===== src/rtl/cardinal_nic_pkg.sv =====
//------------------------------------------------------------------------------
// cardinal_nic_pkg : register map and packet layout shared by the NIC and router
// Revision: 1.0
//------------------------------------------------------------------------------
`default_nettype none

package cardinal_nic_pkg;

  localparam logic [1:0] NIC_ADDR_IN_DATA  = 2'b00;
  localparam logic [1:0] NIC_ADDR_IN_STAT  = 2'b01;
  localparam logic [1:0] NIC_ADDR_OUT_DATA = 2'b10;
  localparam logic [1:0] NIC_ADDR_OUT_STAT = 2'b11;

  localparam int PKT_WIDTH = 64;

  // Index in the router's MSB-first [0:63] numbering; bit 0 is the packet MSB.
  localparam int VC_BIT = 0;

  // Packed MSB-first, so the first member is bit 0 of the router's bus.
  typedef struct packed {
    logic        vc;
    logic        dir_x;
    logic        dir_y;
    logic [4:0]  rsvd_hdr;
    logic [7:0]  hop_x;
    logic [7:0]  hop_y;
    logic [7:0]  rsvd_ctl;
    logic [31:0] payload;
  } nic_pkt_t;

endpackage

`default_nettype wire


===== src/rtl/nic_channel_buf.sv =====
//------------------------------------------------------------------------------
// nic_channel_buf : one-entry packet buffer with full flag, load and clear
// Revision: 1.0
//------------------------------------------------------------------------------
`default_nettype none

module nic_channel_buf #(
  parameter int WIDTH = 64
) (
  input  logic             clk,
  input  logic             reset,
  input  logic             load,
  input  logic             clear,
  input  logic [WIDTH-1:0] load_data,
  output logic [WIDTH-1:0] data,
  output logic             full
);

  logic [WIDTH-1:0] r_data;
  logic             r_full;

  // A load is only taken into an empty slot; the held data survives a clear.
  always_ff @(posedge clk) begin
    if (reset) begin
      r_data <= '0;
      r_full <= 1'b0;
    end else if (load && !r_full) begin
      r_data <= load_data;
      r_full <= 1'b1;
    end else if (clear) begin
      r_full <= 1'b0;
    end
  end

  assign data = r_data;
  assign full = r_full;

endmodule

`default_nettype wire


===== src/rtl/cardinal_nic.sv =====
//------------------------------------------------------------------------------
// cardinal_nic : memory-mapped NIC between processor data port and mesh router
// Revision: 1.0
//------------------------------------------------------------------------------
`default_nettype none

module cardinal_nic #(
  parameter int DATA_WIDTH = 64,
  parameter int VC_BIT     = cardinal_nic_pkg::VC_BIT
) (
  input  logic                  clk,
  input  logic                  reset,
  input  logic [1:0]            addr,
  input  logic [DATA_WIDTH-1:0] d_in,
  output logic [DATA_WIDTH-1:0] d_out,
  input  logic                  nicEn,
  input  logic                  nicWrEn,
  input  logic                  net_si,
  output logic                  net_ri,
  input  logic [DATA_WIDTH-1:0] net_di,
  output logic                  net_so,
  input  logic                  net_ro,
  output logic [DATA_WIDTH-1:0] net_do,
  input  logic                  net_polarity
);

  import cardinal_nic_pkg::*;

  // Router bit k (MSB-first numbering) is physical bit DATA_WIDTH-1-k here.
  localparam int c_vc_pos = DATA_WIDTH - 1 - VC_BIT;

  logic                  w_rd;
  logic                  w_wr;
  logic                  w_in_clear;
  logic                  w_out_load;
  logic                  w_in_full;
  logic                  w_out_full;
  logic                  w_net_so;
  logic [DATA_WIDTH-1:0] w_in_data;
  logic [DATA_WIDTH-1:0] w_out_data;
  logic [DATA_WIDTH-1:0] r_d_out;

  assign w_rd       = nicEn & ~nicWrEn;
  assign w_wr       = nicEn &  nicWrEn;
  assign w_in_clear = w_rd && (addr == NIC_ADDR_IN_DATA);
  assign w_out_load = w_wr && (addr == NIC_ADDR_OUT_DATA);

  nic_channel_buf #(
    .WIDTH (DATA_WIDTH)
  ) u_in_buf (
    .clk       (clk),
    .reset     (reset),
    .load      (net_si),
    .clear     (w_in_clear),
    .load_data (net_di),
    .data      (w_in_data),
    .full      (w_in_full)
  );

  nic_channel_buf #(
    .WIDTH (DATA_WIDTH)
  ) u_out_buf (
    .clk       (clk),
    .reset     (reset),
    .load      (w_out_load),
    .clear     (w_net_so),
    .load_data (d_in),
    .data      (w_out_data),
    .full      (w_out_full)
  );

  assign w_net_so = w_out_full & net_ro & (w_out_data[c_vc_pos] == net_polarity);

  always_ff @(posedge clk) begin
    if (reset) begin
      r_d_out <= '0;
    end else if (w_rd) begin
      case (addr)
        NIC_ADDR_IN_DATA:  r_d_out <= w_in_data;
        NIC_ADDR_IN_STAT:  r_d_out <= {{(DATA_WIDTH-1){1'b0}}, w_in_full};
        NIC_ADDR_OUT_DATA: r_d_out <= w_out_data;
        NIC_ADDR_OUT_STAT: r_d_out <= {{(DATA_WIDTH-1){1'b0}}, w_out_full};
      endcase
    end
  end

  assign d_out  = r_d_out;
  assign net_ri = ~w_in_full;
  assign net_so = w_net_so;
  assign net_do = w_out_data;

endmodule

`default_nettype wire


===== config.mk =====
export PLATFORM = sky130hd
export DESIGN_NAME = cardinal_nic
export DESIGN_NICKNAME = d
export VERILOG_FILES = /design/src/rtl/cardinal_nic_pkg.sv /design/src/rtl/nic_channel_buf.sv /design/src/rtl/cardinal_nic.sv
export SDC_FILE = /design/constraint.sdc
export NUM_CORES = 1
export LEC_CHECK = 0
export ABC_AREA = 1
export ABC_CLOCK_PERIOD_IN_PS = 1200
export CELL_PAD_IN_SITES_DETAIL_PLACEMENT = 1
export CELL_PAD_IN_SITES_GLOBAL_PLACEMENT = 1
export CORE_ASPECT_RATIO = 1.25
export CORE_MARGIN = 4
export CORE_UTILIZATION = 31
export DETAILED_ROUTE_END_ITERATION = 6
export HOLD_SLACK_MARGIN = 0.03
export PLACE_DENSITY_LB_ADDON = 0.1
export SYNTH_ARGS = -nofsm -noshare
export SYNTH_HDL_FRONTEND = slang
export SYNTH_SLANG_ARGS = --single-unit

===== constraint.sdc =====
create_clock -name clk -period 1.2 [get_ports clk]
set_input_delay 0.24 -clock clk [delete_from_list [all_inputs] [get_ports clk]]
set_output_delay 0.24 -clock clk [all_outputs]
set_load 0.01 [all_outputs]

# After elaboration in Yosys (flattened, before gate mapping)
# Index checks and enable logic that the tools add are counted.
[word_totals] wordCells=29 regBits=194
[classes] bitwise=6 muxes=5 eq_ne=4 n_reduce_logical=9
[ops] cell="$pmux W64 S4" n=1
[ops] cell="$and A1 B1 Y1" n=4
[ops] cell="$eq A2 B2 Y1 const B" n=2
[ops] cell="$logic_and A1 B1 Y1" n=4
[ops] cell="$mux W1" n=4
[ops] cell="$reduce_bool A2 Y1" n=2
[ops] cell="$eq A2 B1 Y1 const B" n=1
[ops] cell="$logic_not A1 Y1" n=2
[ops] cell="$logic_not A2 Y1" n=1
[ops] cell="$not A1 Y1" n=2
[ops] cell="$eq A1 B1 Y1" n=1

# Longest topological paths before layout
# Gate-level depths: netlist of the first run.
[logic_depth] depth_word=5 mapped_depth=8 mapped_depth_nobuf=6

# Modules after synthesis
# A second synthesis of the first run with hierarchy kept.
[unflattened] hier_cells=1347 hier_area_um2=9377.7
[by_module_without_submodules] mod="nic_channel_buf" area_each_um2=3047.9 cells_per_inst=419 n_inst=2
[by_module_without_submodules] mod="cardinal_nic" area_each_um2=3281.9 cells_per_inst=509 n_inst=1

# Worst setup path before layout of the first run
# Ideal clock, no wire load.
[synth_timing] path_type="reg2reg" startpoint="reg u_out_buf.r_full, in the netlist u_out_buf.full" endpoint="reg u_out_buf.r_data[10], in the netlist u_out_buf.data[10]" slack_ns=0.092 path_stages_with_launch=9 t_required_ns=1.087 t_arrival_ns=0.995 setup_time_ns=0.113 cell_sequence="dfxtp_1 -> inv_1 -> nand3_1 -> nor2_1 -> buf_4 -> buf_2 -> nand2_1 -> nand2_1 -> nor2_1"
[synth_via] elab_chain_cells=2
[synth_rtl] element="from (decl)" line="nic_channel_buf.sv:20" rtl="logic r_full;"
[synth_rtl] element="from (signal assigned)" line="nic_channel_buf.sv:26" rtl="r_full <= 1'b0;"
[synth_rtl] element="from (signal assigned)" line="nic_channel_buf.sv:29" rtl="r_full <= 1'b1;"
[synth_rtl] element="from (signal assigned)" line="nic_channel_buf.sv:31" rtl="r_full <= 1'b0;"
[synth_rtl] element="$logic_not A1 Y1" line="nic_channel_buf.sv:27" rtl="end else if (load && !r_full) begin"
[synth_rtl] element="$logic_and A1 B1 Y1" line="nic_channel_buf.sv:27"
[synth_rtl] element="to (signal assigned)" line="nic_channel_buf.sv:28" rtl="r_data <= load_data;"
[synth_rtl] element="to (decl)" line="nic_channel_buf.sv:19" rtl="logic [WIDTH-1:0] r_data;"
# Every way passes these cells.
# A chain may end at the register's enable or synchronous reset.

# Worst setup path in the final report of the first run
[layout_timing] startpoint="reg u_out_buf.r_full, in the netlist u_out_buf.full" endpoint="reg u_out_buf.r_data[4], in the netlist u_out_buf.data[4]"
# Same word-level chain as after synthesis.

==> results of run 1 <==
layout by cell type (no fill, tap or decap), types with 24 or more instances in the layout:
master and instances:
nand3_1 65, buf_4 86, o21ai_0 51, dfxtp_1 98, a21oi_1 67, nand2_1 321, inv_1 68, nand2_2 52
dfxtp_2 93, buf_2 106, clkdlybuf4s50_1 133, buf_12 24, nor2_1 239
critical path: stages, from the launching register on:
cell and delay [ns]:
dfxtp_4 0.36, buf_6 0.12, inv_2 0.04, nand3_2 0.08, nor2_4 0.16, buf_8 0.13
buf_12 0.11, buf_8 0.11, buf_16 0.13, nor2_1 0.05, nor2_1 0.09
sequential cells by signal (all words and copies together), names as in the netlist:
signal and cells:
u_out_buf.full 1, u_in_buf.full 1, u_out_buf.data 64, u_in_buf.data 64, d_out 64
repair_timing:
item | CTS | global route
gates cloned | 11 | 5
pin swaps | 4 | 25
buffers inserted | 42 | 9
setup endpoints to repair | 198 | 180
resized for setup | 643 | 180
area by class of cell:
type                    instances  area, sq um
flip-flops and latches        194         4010
multi-input cells             851         3820
fillers                      3233        12700
inverters                      78          308
well taps                     335          419
repair buffers                385         3590
clock inverters                12          115
clock buffers                  19          443
diodes                          1         2.50
stage by stage:
step / TNS, ns / instance area [sq um] / cells
CTS: -14.04 / 12100 / 1867
global route: -15.19 / 12700 / 1875
detailed placement: -66.89 / 11400 / 1784
global placement: -62.58 / 11400 / 1784
floorplan: 0 / 8010 / 1206
finish: -11.97 / 12700 / 1875
power by group through the flow:
| stage | registers (mW) | clock network [mW] | logic (mW) |
|---|---|---|---|
| floorplan | 7.06 | 0 | 0.877 |
| global placement | 7.03 | 0 | 2.03 |
| detailed placement | 7.04 | 0 | 2.07 |
| CTS | 6.89 | 5.70 | 2.18 |
| global route | 6.93 | 5.96 | 2.57 |
| finish | 6.89 | 5.53 | 2.34 |
metal layers:
layer,up-vias,wire length (um),global-route usage
met2,200,16000,0.370
met5,-,34,0
met3,40,2190,0.0566
met4,6,736,0.0716
met1,4118,13000,0.252
li1,4342,-,-
cell families (layout without fill, tap and decap cells):
family | count (synthesis) | after routing | synth area share
other | 0 | 1 | 0
AND/OR/NAND/NOR | 719 | 719 | 0.348
buffers and inverters | 161 | 494 | 0.0849
flip-flops | 194 | 194 | 0.485
AO/OA/AOI/OAI | 132 | 132 | 0.0825
worst paths after layout:
path	from	endpoint	slack (ns)	cells past startpoint
worst max-delay path	u_out_buf.full	u_out_buf.data[4]	-0.25	10
worst min-delay path	reset	d_out[55]	0.29	3
worst max register to register	u_out_buf.full	u_out_buf.data[4]	-0.25	10
worst min register to register	d_out[20]	d_out[20]	0.46	2
==> flow_summary.json, run 1 <==
{
  "outcome": "complete, but fails checks",
  "violations": "setup timing",
  "p_int_mw": 10.7,
  "clock_power_share": 0.375,
  "synthCells": 1206,
  "via_count": 8706,
  "clk_pin_slew_ns": 0.08,
  "powerDensity_nw_per_um2": 1160,
  "critPathCaptureType": "register",
  "area_growth_pct": 58.7,
  "synth_most_common_cell": "nand2_1",
  "slew_headroom": 0.738,
  "yosys_warnings": 0,
  "coreArea_sq_um": 25400,
  "place_ws_ns": -0.703,
  "max-clock-path-buffers": 2,
  "die_width_um": 152,
  "synthFlopType": "dfxtp_1",
  "grt_pass1_wl_um": 47400,
  "synthArstFlopShare": 0,
  "synth.ff_latch_count": 194,
  "synth_commonest_cells": "nand2_1 (394), nor2_1 (258), dfxtp_1 (194)",
  "power_frac_comb": 0.158,
  "syn_nets": 1343,
  "clock_sinks": 194,
  "path_max_fanout": 7,
  "yosysUniqueCellTypes": 14,
  "initial_utilization": 0.316,
  "clock_latency_ns": 0.44,
  "cts-buffers-inserted": 17,
  "yosys.area.top_type": "dfxtp_1",
  "cap_violations": 0,
  "hold_class": "in -> reg",
  "skew_ns": 0.0113,
  "grt_max_degree": 53,
  "grt_setup_unrepaired": "true",
  "first_pass_iters": 4,
  "max_freq_mhz": 691,
  "routabilityCongestion": 0.761,
  "ios": 267,
  "critPathArrivalTime_ns": 1.82,
  "antenna_found_initial": 4,
  "clockRootBuffer": "clkbuf_16",
  "nets": 1664,
  "start_kind": "register",
  "holdBufCountCts": 0,
  "min_period_ns": 1.45,
  "netlist_area_sq_um": 8010,
  "row_count": 65,
  "yosysSeqAreaShare": 0.485,
  "required_ns": 1.57,
  "synth_top_cell_area_share": 0.485,
  "place_hpwl_um": 19900,
  "drt_iter0_markers": 237,
  "setup_violations": 67,
  "fp.dieArea_sq_um": 28500,
  "ir_worst_vdd_uv": 955,
  "fin_crit_sh": 1.21,
  "final-hold-violation-count": 0,
  "syn_avg_cell_area_sq_um": 6.64,
  "numPortBuffers": 266,
  "crit_type": "reg -> reg",
  "worstMarginPinSlew_ns": 0.394,
  "layout-drive-gt1-share": 0.313,
  "die_h_um": 188,
  "grt_pass1_vias": 8748,
  "fin_hold_ws_ns": 0.287,
  "p_sw_mw": 4.08,
  "wirelength_um": 31900,
  "setup_ws_ns": -0.247,
  "drc": 0,
  "htree_levels": 4,
  "via_per_inst": 4.64,
  "route.detailed.wl_per_inst_um": 17.0,
  "power_mw": 14.8,
  "switching_share": 0.277,
  "p_seq_frac": 0.467,
  "overflow": 0,
  "synth_enable_flop_cells": 0,
  "finish.utilization": 0.501,
  "drtAntennaViolNets": 0,
  "cts_tree": "built",
  "power.leakage_nw": 6.02,
  "synthTopCellsByArea": "dfxtp_1 (49%), nand2_1 (18%), nor2_1 (12%)",
  "drv_slew": 0,
  "grt_usage": 0.213
}
No activity file was read; power rests on OpenSTA's default activity.
==> run 2, diff against run 1 <==
- CAP_MARGIN: unset -> 20
==> results of run 2 <==
No change in the layout: final DEF, timing and power equal those of run 1.
==> run 3, diff against run 2 <==
- HOLD_SLACK_MARGIN: 0.03 -> 0.1
==> results of run 3 <==
No change in the layout: final DEF, timing and power equal those of run 1.
